File: src/rtl/urv_pipe_ctrl.sv
// Pipeline control for uRV cores: per-stage stall/kill, branch shadow tracking,
// drain/halt sequencing for debug entry and saturating stall/branch counters.
//
//   state     | meaning
//   ----------+------------------------------------------------------------
//   ST_RUN    | normal operation, fetch enabled
//   ST_DRAIN  | fetch stopped, waiting for the pipe and branch shadow to empty
//   ST_HALTED | pipe empty, core halted until resume_i
module urv_pipe_ctrl #(
  parameter int g_num_stages    = 4,
  parameter int g_bra_stage     = 2,
  parameter int g_drain_timeout = 64,
  parameter int g_perf_width    = 32
) (
  input  logic                    clk_i,
  input  logic                    rst_i,
  input  logic [g_num_stages-1:0] stall_req_i,
  input  logic [g_num_stages-1:0] stage_valid_i,
  input  logic                    bra_i,
  input  logic                    halt_req_i,
  input  logic                    resume_i,
  input  logic                    perf_clr_i,
  output logic [g_num_stages-1:0] stall_o,
  output logic [g_num_stages-1:0] kill_o,
  output logic                    fetch_en_o,
  output logic                    halted_o,
  output logic                    drain_err_o,
  output logic [g_perf_width-1:0] stall_cnt_o,
  output logic [g_perf_width-1:0] bra_cnt_o
);

  localparam int N  = g_num_stages;
  localparam int B  = g_bra_stage;
  localparam int W  = g_perf_width;
  localparam int TW = $clog2(g_drain_timeout + 1);
  localparam logic [TW-1:0] TMR_LOAD = TW'(g_drain_timeout - 1);

  typedef enum logic [1:0] {
    ST_RUN    = 2'd0,
    ST_DRAIN  = 2'd1,
    ST_HALTED = 2'd2
  } state_t;

  state_t          state_q;
  state_t          state_nxt;
  logic [B-1:0]    sh_q;
  logic [TW-1:0]   tmr_q;
  logic            tmr_tc;
  logic            drain_err_q;
  logic            pipe_empty;
  logic            stall_inc;
  logic            bra_acc;
  logic [W-1:0]    stall_cnt_q;
  logic [W-1:0]    bra_cnt_q;

  // Any request downstream stalls a stage; stages below B ignore their own request.
  always_comb begin
    logic above;
    above   = 1'b0;
    stall_o = '0;
    for (int i = N - 1; i >= 0; i--) begin
      stall_o[i] = above | (stall_req_i[i] & (i >= B));
      above      = above | stall_req_i[i];
    end
  end

  // Stage i is killed while any branch of age <= i is still in the shadow.
  always_comb begin
    logic shadow_any;
    shadow_any = 1'b0;
    kill_o     = '0;
    for (int i = 1; i <= B; i++) begin
      shadow_any = shadow_any | sh_q[i-1];
      kill_o[i]  = bra_i | shadow_any;
    end
  end

  always_ff @(posedge clk_i or posedge rst_i) begin
    if (rst_i) begin
      sh_q <= '0;
    end else if (!stall_o[B]) begin
      sh_q <= B'({sh_q, bra_i});
    end
  end

  assign pipe_empty = (stage_valid_i == '0) && (sh_q == '0);
  assign tmr_tc     = (tmr_q == '0);

  always_ff @(posedge clk_i or posedge rst_i) begin
    if (rst_i) begin
      state_q <= ST_RUN;
    end else begin
      state_q <= state_nxt;
    end
  end

  always_comb begin
    state_nxt = state_q;
    case (state_q)
      ST_RUN: begin
        if (halt_req_i) begin
          state_nxt = ST_DRAIN;
        end
      end
      ST_DRAIN: begin
        if (pipe_empty || tmr_tc) begin
          state_nxt = ST_HALTED;
        end
      end
      ST_HALTED: begin
        if (resume_i && !halt_req_i) begin
          state_nxt = ST_RUN;
        end
      end
      default: state_nxt = ST_RUN;
    endcase
  end

  always_comb begin
    fetch_en_o = (state_q == ST_RUN);
    halted_o   = (state_q == ST_HALTED);
  end

  // An empty pipe on the terminal-count cycle still counts as a clean drain.
  always_ff @(posedge clk_i or posedge rst_i) begin
    if (rst_i) begin
      tmr_q       <= '0;
      drain_err_q <= 1'b0;
    end else if (state_q == ST_RUN && halt_req_i) begin
      tmr_q       <= TMR_LOAD;
      drain_err_q <= 1'b0;
    end else if (state_q == ST_DRAIN) begin
      if (!pipe_empty && tmr_tc) begin
        drain_err_q <= 1'b1;
      end
      if (!tmr_tc) begin
        tmr_q <= tmr_q - TW'(1);
      end
    end
  end

  assign drain_err_o = drain_err_q;

  assign stall_inc = (state_q == ST_RUN) & stall_o[0];
  assign bra_acc   = bra_i & ~stall_o[B];

  always_ff @(posedge clk_i or posedge rst_i) begin
    if (rst_i) begin
      stall_cnt_q <= '0;
      bra_cnt_q   <= '0;
    end else if (perf_clr_i) begin
      stall_cnt_q <= '0;
      bra_cnt_q   <= '0;
    end else begin
      if (stall_inc && (stall_cnt_q != '1)) begin
        stall_cnt_q <= stall_cnt_q + W'(1);
      end
      if (bra_acc && (bra_cnt_q != '1)) begin
        bra_cnt_q <= bra_cnt_q + W'(1);
      end
    end
  end

  assign stall_cnt_o = stall_cnt_q;
  assign bra_cnt_o   = bra_cnt_q;

endmodule

File: config.mk
export PLATFORM = sky130hd
export DESIGN_NAME = urv_pipe_ctrl
export DESIGN_NICKNAME = d
export VERILOG_FILES = /design/src/rtl/urv_pipe_ctrl.sv
export SDC_FILE = /design/constraint.sdc
export NUM_CORES = 1
export LEC_CHECK = 0
export BUFFER_PORTS_ARGS = -buffer_cell sky130_fd_sc_hd__buf_2
export CORE_ASPECT_RATIO = 1.5
export CORE_MARGIN = 4
export CORE_UTILIZATION = 55
export DETAILED_ROUTE_END_ITERATION = 10
export HOLD_SLACK_MARGIN = 0.02
export PLACE_DENSITY = 0.8
export RECOVER_POWER = 25
export SYNTH_ARGS = -nofsm -noshare
export SYNTH_HDL_FRONTEND = slang
export SYNTH_SLANG_ARGS = --single-unit
File: constraint.sdc
create_clock -name clk_i -period 2.9 [get_ports clk_i]
set_input_delay 0.58 -clock clk_i [delete_from_list [all_inputs] [get_ports clk_i]]
set_output_delay 0.58 -clock clk_i [all_outputs]
set_load 0.02 [all_outputs]
; ---- After elaboration in Yosys (flattened, before gate mapping)
; Index checks and enable logic that the tools add are counted.
[word_totals]
register_bits = 76
latchBits = 0
ramBits = 0
mem_bits_ro = 0
input_bits = 14
out_inout_bits = 75
elab_cells = 59
memories = 0
[classes]
n_addsub = 3
n_mul = 0
div_mod_pow = 0
order_cmp = 0
eq_ne = 8
shifts = 0
muxes = 14
bitwise = 8
n_reduce_logical = 20
[op_table]
columns = operator, count
row1 = $mux 32, 4
row2 = $add 32x1->32 const B, 2
row3 = $ne 32x32->1 const B, 2
row4 = $mux 7, 3
row5 = $reduce_bool 2->1, 4
row6 = $logic_not 7->1, 1
row7 = $sub 7x1->7 const B, 1
row8 = $logic_and 1x1->1, 6
row9 = $mux 2, 3
row10 = $pmux 2 s3, 1
row11 = $or 1x1->1, 5
row12 = $logic_not 2->1, 2
row13 = $logic_not 4->1, 1
row14 = $ne 2x1->1 const B, 2
row15 = $ne 2x2->1 const B, 2
row16 = $reduce_and 2->1, 2
row17 = $mux 1, 3
row18 = $reduce_and 3->1, 1
row19 = $and 1x1->1, 2
row20 = $eq 2x1->1 const B, 1
row21 = $eq 2x2->1 const B, 1
row22 = $logic_not 1->1, 2
row23 = $logic_or 1x1->1, 1
row24 = $not 1->1, 1

; ---- Logic depth before layout (Yosys ltp)
; Gate-level depths: netlist of run 1.
[logic_depth]
word_depth = 7
mapped_depth = 8
mapped_depth_nobuf = 7

; ---- Least setup slack after synthesis of run 1
; No wires, ideal clock.
[synth_path]
path_type = reg-to-reg
from = reg bra_cnt_q[0] (netlist: bra_cnt_o[0])
to = reg bra_cnt_q[30] (netlist: bra_cnt_o[30])
setup_ns = 0.078
arrival_time_ns = 2.227
setup_slack_ns = 0.595
stages_incl_launch_ff = 8
n_path_buf = 1
period_less_slack_ns = 2.305
path_cell_list = dfrtp_1 ha_1 and3_1 nand3_4 or4_1 buf_2 or4_1 a21oi_1
[synth_via]
elab_chain_cells = 3
elab_cells_between_ends = 6
cone_classes = add/sub: 1 / eq/ne: 1 / mux: 2 / reduce/logical: 2
[synth_rtl]
columns = item, line_no
row1 = from (decl), 54  ; logic [W-1:0] bra_cnt_q;
row2 = from (signal assigned), 159  ; bra_cnt_q <= bra_cnt_q + W'(1);
row3 = $add 32x1->32 / $ne 32x32->1 (equally long branches), "159, 158"
row4 = $mux 32 / $logic_and 1x1->1 (equally long branches), 158  ; if (bra_acc && (bra_cnt_q != '1)) begin
row5 = $mux 32 / $reduce_bool 2->1 (equally long branches), -
; Parallel ways exist; a longest one is shown, timed or not. The select of a mux whose other input is x is not followed.
; A chain may end at the register's enable or synchronous reset.

; ---- Worst setup path after layout of run 1
[layout_path]
from = in stall_req_i[3]
to = reg bra_cnt_q[30] (netlist: bra_cnt_o[30])
[layout_via]
elab_chain_cells = 5
[layout_rtl]
columns = item, line_no
row1 = from (decl), 17  ; input logic [g_num_stages-1:0] stall_req_i,
row2 = $or 1x1->1, 62  ; stall_o[i] = above | (stall_req_i[i] & (i >= B));
row3 = $not 1->1, 145  ; assign bra_acc = bra_i & ~stall_o[B];
row4 = $and 1x1->1, 145
row5 = $logic_and 1x1->1, 158
row6 = $reduce_bool 2->1 (no source line), -
; Every way passes these cells.

==> metrics.csv, run 1 <==
metric,value,unit
status,"complete, but fails checks",
violations,"max-capacitance violations, max-slew violations",
numPortBuffers,85,
ant_nets,0,
syn_to_final_growth,17.3,%
synth_commonest_cells,"dfrtp_1, a21oi_1, nand2_1, nor2_1",
avgRoutedWirePerCell,16.6,um
cts_tree,yes,
drtIter0Drc,279,
die_w,80.7,um
grt_pass1_wl,18100,um
synthesis.instances,479,
final_cells,667,
synth_edf_count,0,
dr.pass1.iters,4,
grt_pass1_vias,3849,
antenna_found_initial,0,
synthArstFlopShare,100,%
die_h,117,um
initial_core_util,56.9,%
cts_buffers,9,
drc,0,
yosysTopAreaCellShare,43.6,%
clkLatencyLatePin,0.33,ns
drv_cap,1,
final.setup.tns,0,ns
viasPerCell,6.24,
rows,39,
multi_input_area,2260,um^2
ctsResizeCount,0,
p_per_area,510,nW/um^2
place_inst,652,
gr-total-overflow,0,
tightest_slew,1.53,ns
hold_buffers,0,
synthTopCellsByArea,"dfrtp_1, a21oi_1, or4_1",
worstHoldPathType,in2reg,
final_nets,579,
timing.fmax,399,MHz
min_delay_path_depth,2,
synth_top_flop_cell,dfrtp_1,
htree_num_levels,3,
hold_viol_final,0,
root_buffer,clkbuf_16,
layout-drive-gt1-share,21.9,%
yosys.area.top_type,dfrtp_1,
cts.sinks,76,
slew_viol_final,42,
fin_crit,2.51,ns
synth_most_common_cell,dfrtp_1,
ir_drop,0.365,mV
critical_path_class,in2reg,
critPathMaxFanout,9,
rsz0062_at_grt,false,
dieArea,9440,um^2
finClkSkew,0.00489,ns
syn_area_per_cell,9.10,um^2
vias,4162,
grt_max_degree,43,
p_total,2.61,mW
period_share,86.4,%
gp_congestion,0.865,
fillCellCount,642,
cp-start-kind,primary input,
maxSlewHeadroom,-2.31,%
yosys_warnings,0,
wl,11100,um
hpwl,7950,um
required,3.16,ns
crit_arrival,2.76,ns
postCtsSetupRepairBufs,0,
syn-cell-area,4360,um^2
synth_cell_types,55,
finalSetupViolCount,0,
core_area,7660,um^2
p_leak,2.16,nW
r2r_cells,5,
ys_ff_latch,76,
end_kind,register,
io_pins,89,
diodes,0,
cts_max_path_buffers,2,
seqCellArea,1900,um^2
clkTransAtPathRegs,0.06,ns
grt.total_usage,24.3,%
ys_seq_area_share,43.6,%
[worst max-delay path, stage by stage]
cell and delay (ns):
buf_2 0.12, nor3b_1 0.59, nand3_4 0.24, or4_1 0.65, or4_1 0.44, a21oi_1 0.15
[layer usage]
layer | track usage [%] | share of wire (%) | up-vias
li1 | - | - | 1978
met5 | 0 | 0 | -
met2 | 42.9 | 53 | 141
met3 | 4.29 | 5.3 | 14
met1 | 29.0 | 40 | 2029
met4 | 10.5 | 1.8 | 0
[through the flow]
stage	hold slack (ns)	cell area, um^2	utilization (%)	worst slack [ns]
after floorplan	0.474	4360	-	0.382
after CTS	0.469	5140	67.1	0.457
after global placement	0.492	4870	63.6	0.438
final	0.483	5110	66.7	0.395
after detailed placement	0.521	4870	63.6	0.384
after global routing	0.483	5110	66.7	0.221
[layout make-up]
type                    instances  share of cell area, %
repair buffers                 96                   9.79
multi-input cells             363                   44.1
well taps                     102                   2.50
clock buffers                  13                   5.09
inverters                      15                   1.10
clock inverters                 2                  0.196
flip-flops and latches         76                   37.2
[flip-flops by register name, summed over array words and instances (netlist names)]
signal and flops:
bra_cnt_o 32, stall_cnt_o 32, tmr_q 7, sh_q 2
state_q 2, drain_err_o 1
[cells by family after synthesis]
kind of cell,share of synthesized area [%]
simple gates,29.4
compound gates,16.4
flops,43.6
buf+inv,4.42
xor+xnor,3.62
mux,1.29
fa+ha+maj,1.15
other cells,0.0861
[final timing paths]
kind / startpoint / to / slack [ns]
worst max-delay path: stall_req_i[3] / bra_cnt_o[30] / 0.39
worst min-delay path: halt_req_i / tmr_q[6] / 0.48
worst max register to register: bra_cnt_o[25] / bra_cnt_o[23] / 0.42
worst min register to register: drain_err_o / drain_err_o / 0.53
max in group asynchronous: rst_i / stall_cnt_o[18] / 0.68
min in group asynchronous: rst_i / bra_cnt_o[10] / 0.70
[power by group]
group / total, mW / leakage, nW / internal (mW) / switching [mW]
Clock: 1.02 / 0.135 / 0.618 / 0.400
Combinational: 0.423 / 1.00 / 0.145 / 0.278
Sequential: 1.17 / 1.03 / 1.11 / 0.0578
Total: 2.61 / 2.16 / 1.87 / 0.736
[layout by cell type (no fill, tap or decap), drive strengths merged, types with 2 or more instances in the layout]
| cell | instances |
|---|---|
| o31ai | 25 |
| and4 | 9 |
| or3 | 19 |
| a211oi | 7 |
| nor4 | 9 |
| nand3b | 2 |
| and3 | 10 |
| nor2b | 6 |
| ha | 4 |
| buf | 93 |
| a21oi | 50 |
| nand4 | 22 |
| conb | 2 |
| a31oi | 2 |
| or2 | 2 |
| nand3 | 31 |
| inv | 15 |
| nor3 | 8 |
| nand2b | 2 |
| nand2 | 30 |
| mux2 | 5 |
| o21ai | 18 |
| clkbuf | 16 |
| o22a | 2 |
| and2 | 6 |
| nor2 | 30 |
| xnor2 | 15 |
| or4 | 29 |
| clkinv | 2 |
| a21o | 2 |
| xor2 | 3 |
| dfrtp | 76 |
(Power assumes the default switching activity.)
==> inputs of run 2 (changes only) <==
Settings changed: ABC_AREA set to 1, CORE_UTILIZATION 55 to 51, PLACE_DENSITY 0.8 to 0.77.
Clock period 2.9 ns to 2.2 ns, I/O delays scaled along.
==> run 2 against run 1 <==
Effect of this change: the run still ends with max-capacitance violations, max-slew violations left; largest power group is now the clock network; non-clock buffer count down 1; flip-flop and latch count unchanged; critical path depth up 4; final area up 16%; first-iteration DRC count up 2.9%; clock skew about the same; via count up 26%; highest routed layer unchanged; routed wire length up 26%; core utilization down 5.6 points; total power up 53%; combinational power up 70%; clock-buffer cell count down 2.
==> metrics.csv, run 2 <==
metric,value,unit,change
status,"complete, but fails checks",,
violations,"max-capacitance violations, max-slew violations",,
synthTopCellsByArea,"dfrtp_1, nand2_1, nand3_1",,
tightest_slew,1.71,ns,+0.177 ns
die_h,130,um,+11%
die_w,89.3,um,+11%
avgRoutedWirePerCell,14.6,um,-12%
synthesis.instances,753,,+57%
ir_drop,0.423,mV,+16%
final.setup.tns,0,ns,unchanged
period_share,92.3,%,
clkLatencyLatePin,0.34,ns,about the same
sequentialPowerShare,38.9,%,-5.8 points
grt.total_usage,25.3,%,+1.0 points
io_pins,89,,unchanged
end_kind,register,,
maxSlewHeadroom,-14.0,%,-12 points
cts_tree,yes,,
hpwl,10200,um,+28%
ant_nets,0,,unchanged
crit_arrival,2.29,ns,-0.47 ns
synth_cell_types,34,,-38%
switching_power,1.15,mW,+57%
synth_most_common_cell,nand2_1,,
critical-path-max-stage-delay,0.40,ns,-0.25 ns
yosys_warnings,0,,unchanged
hold_viol_final,0,,unchanged
numPortBuffers,85,,unchanged
synth_commonest_cells,"nand2_1, nor2_1, nand3_1, dfrtp_1, inv_1",,
p_int,2.83,mW,+51%
final_common_cell,nand2_1,,
gp_congestion,0.950,,+9.8%
fin_crit,2.03,ns,
initial_core_util,52.2,%,-4.6 points
drv_cap,1,,unchanged
root_buffer,clkbuf_16,,
synthArstFlopShare,100,%,unchanged
timing.fmax,493,MHz,
dieArea,11600,um^2,+23%
layout_common_cells,"nand2_1, nor2_1, nand3_1",,
postCtsSetupRepairBufs,0,,unchanged
cpMostUsedCell,nand2_2,,
yosysTopAreaCellShare,37.6,%,-6.1 points
cts_buffers,9,,unchanged
wl,14000,um,+26%
yosys.area.top_type,dfrtp_1,,
crit_buf_inv,1,,unchanged
drc,0,,unchanged
clkTransAtPathRegs,0.06,ns,about the same
ys_seq_area_share,37.6,%,-6.1 points
p_leak,2.93,nW,+35%
worst_path_max_delay_cell,dfrtp_1,,
diodes,0,,unchanged
slew_viol_final,77,,+83%
ys_ff_latch,76,,unchanged
final_area,5920,um^2,+16%
synth_edf_count,0,,unchanged
syn_to_final_growth,17.0,%,
cp-start-kind,register,,
gr-total-overflow,0,,unchanged
antenna_found_initial,0,,unchanged
final_nets,856,,+48%
clockPowerShare,43.0,%,+4.0 points
core_area,9690,um^2,+26%
rows,44,,+13%
p_per_area,672,nW/um^2,+32%
grt_max_degree,77,,+79%
path_cells,ha_1 -> nand2_2 -> nor2_4 -> nand2_2 -> nor2_4 -> nand2_2 -> nand2_4 -> buf_4 -> nand3_1 -> o21ai_1,,
htree_num_levels,3,,unchanged
viasPerCell,5.49,,-12%
grt_pass1_wl,23300,um,+29%
finClkSkew,0.00525,ns,+0.000358 ns
drtIter0Drc,287,,+2.9%
vias,5253,,+26%
critPathMaxFanout,19,,+10
post-place-ws,0.138,ns,-0.246 ns
dr.pass1.iters,5,,+1
cp_top_family,simple AND/OR/NAND/NOR gates,,
critical_path_class,reg2reg,,
syn_area_per_cell,6.72,um^2,-26%
grt_pass1_vias,5217,,+36%
switching_share,29.0,%,+0.75 points
setup_ws,0.170,ns,-0.225 ns
synth_top_flop_cell,dfrtp_1,,
placed_area,5590,um^2,+15%
layout-drive-gt1-share,15.6,%,-6.4 points
finalSetupViolCount,0,,unchanged
required,2.46,ns,-0.70 ns
cts_max_path_buffers,2,,unchanged
cts.sinks,76,,unchanged
ctsResizeCount,0,,unchanged
syn-cell-area,5060,um^2,+16%
rsz0062_at_grt,false,,
share_comb_of_total_power,18.1,%,+1.9 points
worstHoldPathType,in2reg,,
hold_buffers,0,,unchanged
## run 2: cell count changes in the layout (fill, tap and decap cells not counted), moves of 8 or more
| cell | before | now |
|---|---|---|
| nor2_1 | 30 | 104 |
| and4_1 | 8 | 0 |
| and3_1 | 10 | 0 |
| a21oi_1 | 50 | 6 |
| o21ai_1 | 0 | 21 |
| o31ai_1 | 25 | 0 |
| nand4_1 | 22 | 8 |
| nand3_1 | 29 | 93 |
| inv_1 | 15 | 65 |
| xor2_1 | 3 | 20 |
| or3_1 | 18 | 0 |
| or4_1 | 29 | 0 |
| nand2_1 | 30 | 259 |
## run 2: worst reg2reg max path, stage by stage (launching register included)
cell	delay, ns
dfrtp_1	0.40
ha_1	0.26
nand2_2	0.10
nor2_4	0.13
nand2_2	0.11
nor2_4	0.17
nand2_2	0.13
nand2_4	0.23
buf_4	0.25
nand3_1	0.09
o21ai_1	0.10
## run 2: layout make-up
type | count | area (um^2)
clock buffers | 11 | 243
well taps | 115 | 144
multi-input cells | 587 | 2780
fillers | 897 | 3770
inverters | 69 | 263
repair buffers | 95 | 497
clock inverters | 4 | 97.6
flip-flops and latches | 76 | 1900
## run 2: per-stage QoR
step / power, mW / utilization (%) / instances / hold slack, ns
final: 3.98 / 61.1 / 957 / 0.360
after global routing: 4.17 / 61.1 / 957 / 0.387
after CTS: 4.01 / 61.2 / 957 / 0.231
after detailed placement: 2.29 / 57.7 / 942 / 0.488
after global placement: 2.26 / 57.7 / 942 / 0.473
after floorplan: 2.12 / - / 754 / 0.454
## run 2: cell families (layout without fill, tap and decap cells)
group,count (synthesis),count (layout),synth area share [%]
flops,76,76,37.6
simple gates,490,490,41.6
mux,1,1,0.198
other cells,1,2,0.0741
buf+inv,91,179,7.74
compound gates,61,61,6.80
xor+xnor,29,29,5.02
fa+ha+maj,4,4,0.989
## run 2: final timing paths
path	to	slack [ns]	start	cells past startpoint
min in group asynchronous	stall_cnt_o[1]	0.74	rst_i	3
max in group asynchronous	bra_cnt_o[0]	0.44	rst_i	3
worst max-delay path	stall_cnt_o[18]	0.17	stall_cnt_o[1]	10
worst min register to register	sh_q[1]	0.50	sh_q[1]	2
worst min-delay path	state_q[1]	0.36	resume_i	4
worst max register to register	stall_cnt_o[18]	0.17	stall_cnt_o[1]	10
## run 2: routing by layer
layer / global-route usage [%] / vias up / share of wire, %
met1: 28.0 / 2464 / 37
li1: - / 2552 / -
met5: 0 / - / 0
met3: 4.17 / 40 / 6.0
met2: 46.3 / 197 / 54
met4: 11.5 / 0 / 3.0
## run 2: power groups by stage
stage               Sequential [mW]  Combinational [mW]  Clock [mW]
floorplan                      1.59               0.534           0
global placement               1.57               0.687           0
detailed placement             1.58               0.716           0
CTS                            1.55               0.721        1.73
global route                   1.57               0.812        1.79
finish                         1.55               0.719        1.71
==> inputs of run 3 (changes only) <==
Settings changed: CORE_ASPECT_RATIO 1.5 to not set.
==> run 3 against run 2 <==
Effect of this change: the run now ends clean; critical path depth unchanged; worst hold slack lost 0.11 ns; final cell count up 2.2%; global-route usage is 1.4 points lower; clock-buffer cell count did not move; die area fell by 0.28%; critical path type unchanged; critical endpoint is now stall_cnt_o[3]; largest power group is now registers.
==> metrics.csv, run 3 (same netlist as run 2, synthesis figures left out) <==
metric,value,unit,change
worst_path_max_delay_cell,dfrtp_1,,
timing.rr.end,stall_cnt_o[3],,
crit_cells,10,,unchanged
grt_pass1_vias,4921,,-5.7%
postLayoutCoreUtil,60.1,%,-1.1 points
ant_nets,0,,unchanged
diodes,0,,unchanged
die_w,108,um,+20%
rows,36,,-18%
layout-drive-gt1-share,15.9,%,+0.30 points
timing.fmax,498,MHz,+1.0%
crit_buf_inv,0,,-1
dieArea,11600,um^2,-0.28%
p_per_area,600,nW/um^2,-11%
clkTransAtPathRegs,0.09,ns,+0.03 ns
crit_path_end,stall_cnt_o[3],,
placed_area,5640,um^2,+0.81%
hpwl,9990,um,-1.8%
place_inst,963,,+2.2%
clkLatencyLatePin,0.36,ns,+0.02 ns
syn_to_final_growth,15.4,%,
p_int,2.37,mW,-16%
setup_ws,0.190,ns,+0.0204 ns
finalSetupViolCount,0,,unchanged
cts_tree,yes,,
maxSlewHeadroom,30.9,%,+45 points
switching_power,1.13,mW,-1.7%
critPathMaxFanout,19,,unchanged
sequentialPowerShare,44.3,%,+5.4 points
worstHoldPathType,in2async,,
numPortBuffers,85,,unchanged
whs,0.250,ns,-0.110 ns
tightest_slew,1.03,ns,-0.680 ns
initial_core_util,52.0,%,-0.22 points
cpMostUsedCell,nand2_2,,
clockPowerShare,34.7,%,-8.3 points
share_comb_of_total_power,21.0,%,+2.9 points
final_nets,859,,+0.35%
startpoint,stall_cnt_o[1],,
end_kind,register,,
postCtsSetupRepairBufs,0,,unchanged
layout_common_cells,"nand2_1, nor2_1, nand3_1",,
gp_congestion,0.946,,-0.42%
drtIter0Drc,308,,+7.3%
grt_pass1_wl,22400,um,-4.0%
fin_crit,2.01,ns,-0.0204 ns
critical_path_class,reg2reg,,
final.setup.tns,0,ns,unchanged
gr-total-overflow,0,,unchanged
final_cells,978,,+2.2%
r2r_cells,10,,unchanged
cts_buffers,9,,unchanged
post-place-ws,0.144,ns,+0.00645 ns
cp_top_family,simple AND/OR/NAND/NOR gates,,
grt_max_degree,36,,-53%
cts_max_path_buffers,2,,unchanged
grt.total_usage,23.9,%,-1.4 points
core_area,9730,um^2,+0.41%
wl,13400,um,-4.0%
io_pins,89,,unchanged
p_total,3.51,mW,-12%
switching_share,32.3,%,+3.4 points
avgRoutedWirePerCell,13.7,um,-6.0%
drc,0,,unchanged
vias,5163,,-1.7%
cp-start-kind,register,,
die_h,108,um,-17%
htree_num_levels,3,,unchanged
final_area,5840,um^2,-1.4%
slew_viol_final,0,,-100%
p_leak,2.89,nW,-1.3%
period_share,91.4,%,-0.93 points
cts.sinks,76,,unchanged
root_buffer,clkbuf_8,,
dr.pass1.iters,6,,+1
viasPerCell,5.28,,-3.8%
reg2reg_slack,0.19,ns,+0.02 ns
regToRegStartpoint,stall_cnt_o[1],,
final_common_cell,nand2_1,,
hold_buffers,0,,unchanged
hold_viol_final,0,,unchanged
finClkSkew,0.0105,ns,+0.00522 ns
status,"complete, no violations",,
ctsResizeCount,0,,unchanged
critical-path-max-stage-delay,0.41,ns,about the same
rsz0062_at_grt,false,,
path_cells,ha_1 -> nand2_2 -> nor2_4 -> nand2_2 -> nor2_4 -> nand2_2 -> nand2_8 -> nand2_2 -> nand2_1 -> o21ai_0,,
crit_arrival,2.24,ns,-0.05 ns
drv_cap,0,,-1
required,2.43,ns,-0.03 ns
antenna_found_initial,0,,unchanged
ir_drop,0.332,mV,-22%
-- run 3: worst min-delay path by stage --
stage	startpoint	to	slack, ns
2_1_floorplan	sh_q[1]	sh_q[1]	0.45
3_3_place_gp	sh_q[1]	sh_q[1]	0.47
3_5_place_dp	drain_err_o	drain_err_o	0.49
4_1_cts	rst_i	stall_cnt_o[0]	0.13
5_1_grt	rst_i	stall_cnt_o[0]	0.33
6_report	rst_i	stall_cnt_o[0]	0.25
-- run 3: layer usage --
| metal | GRT usage, % | wire length (um) | up-vias | share of wire [%] |
|---|---|---|---|---|
| met1 | 31.8 | 5950 | 2418 | 44 |
| met3 | 4.50 | 921 | 14 | 6.9 |
| li1 | - | - | 2549 | - |
| met5 | 0 | 0 | - | 0 |
| met2 | 39.4 | 6390 | 182 | 48 |
| met4 | 7.84 | 143 | 0 | 1.1 |
-- run 3: power groups by stage --
stage / combinational, mW / clock (mW) / sequential, mW
finish: 0.737 / 1.22 / 1.55
floorplan: 0.534 / 0 / 1.59
CTS: 0.736 / 1.22 / 1.55
detailed placement: 0.732 / 0 / 1.58
global route: 0.841 / 1.29 / 1.57
global placement: 0.690 / 0 / 1.57
-- run 3: cell type report --
class                      instances  area (um^2)
timing repair buffer              98          520
multi-input combinational        587         2780
tap                              133          166
sequential                        76         1900
fill                             957         3890
clock inverter                     4         73.8
inverter                          69          260
clock buffer                      11          141
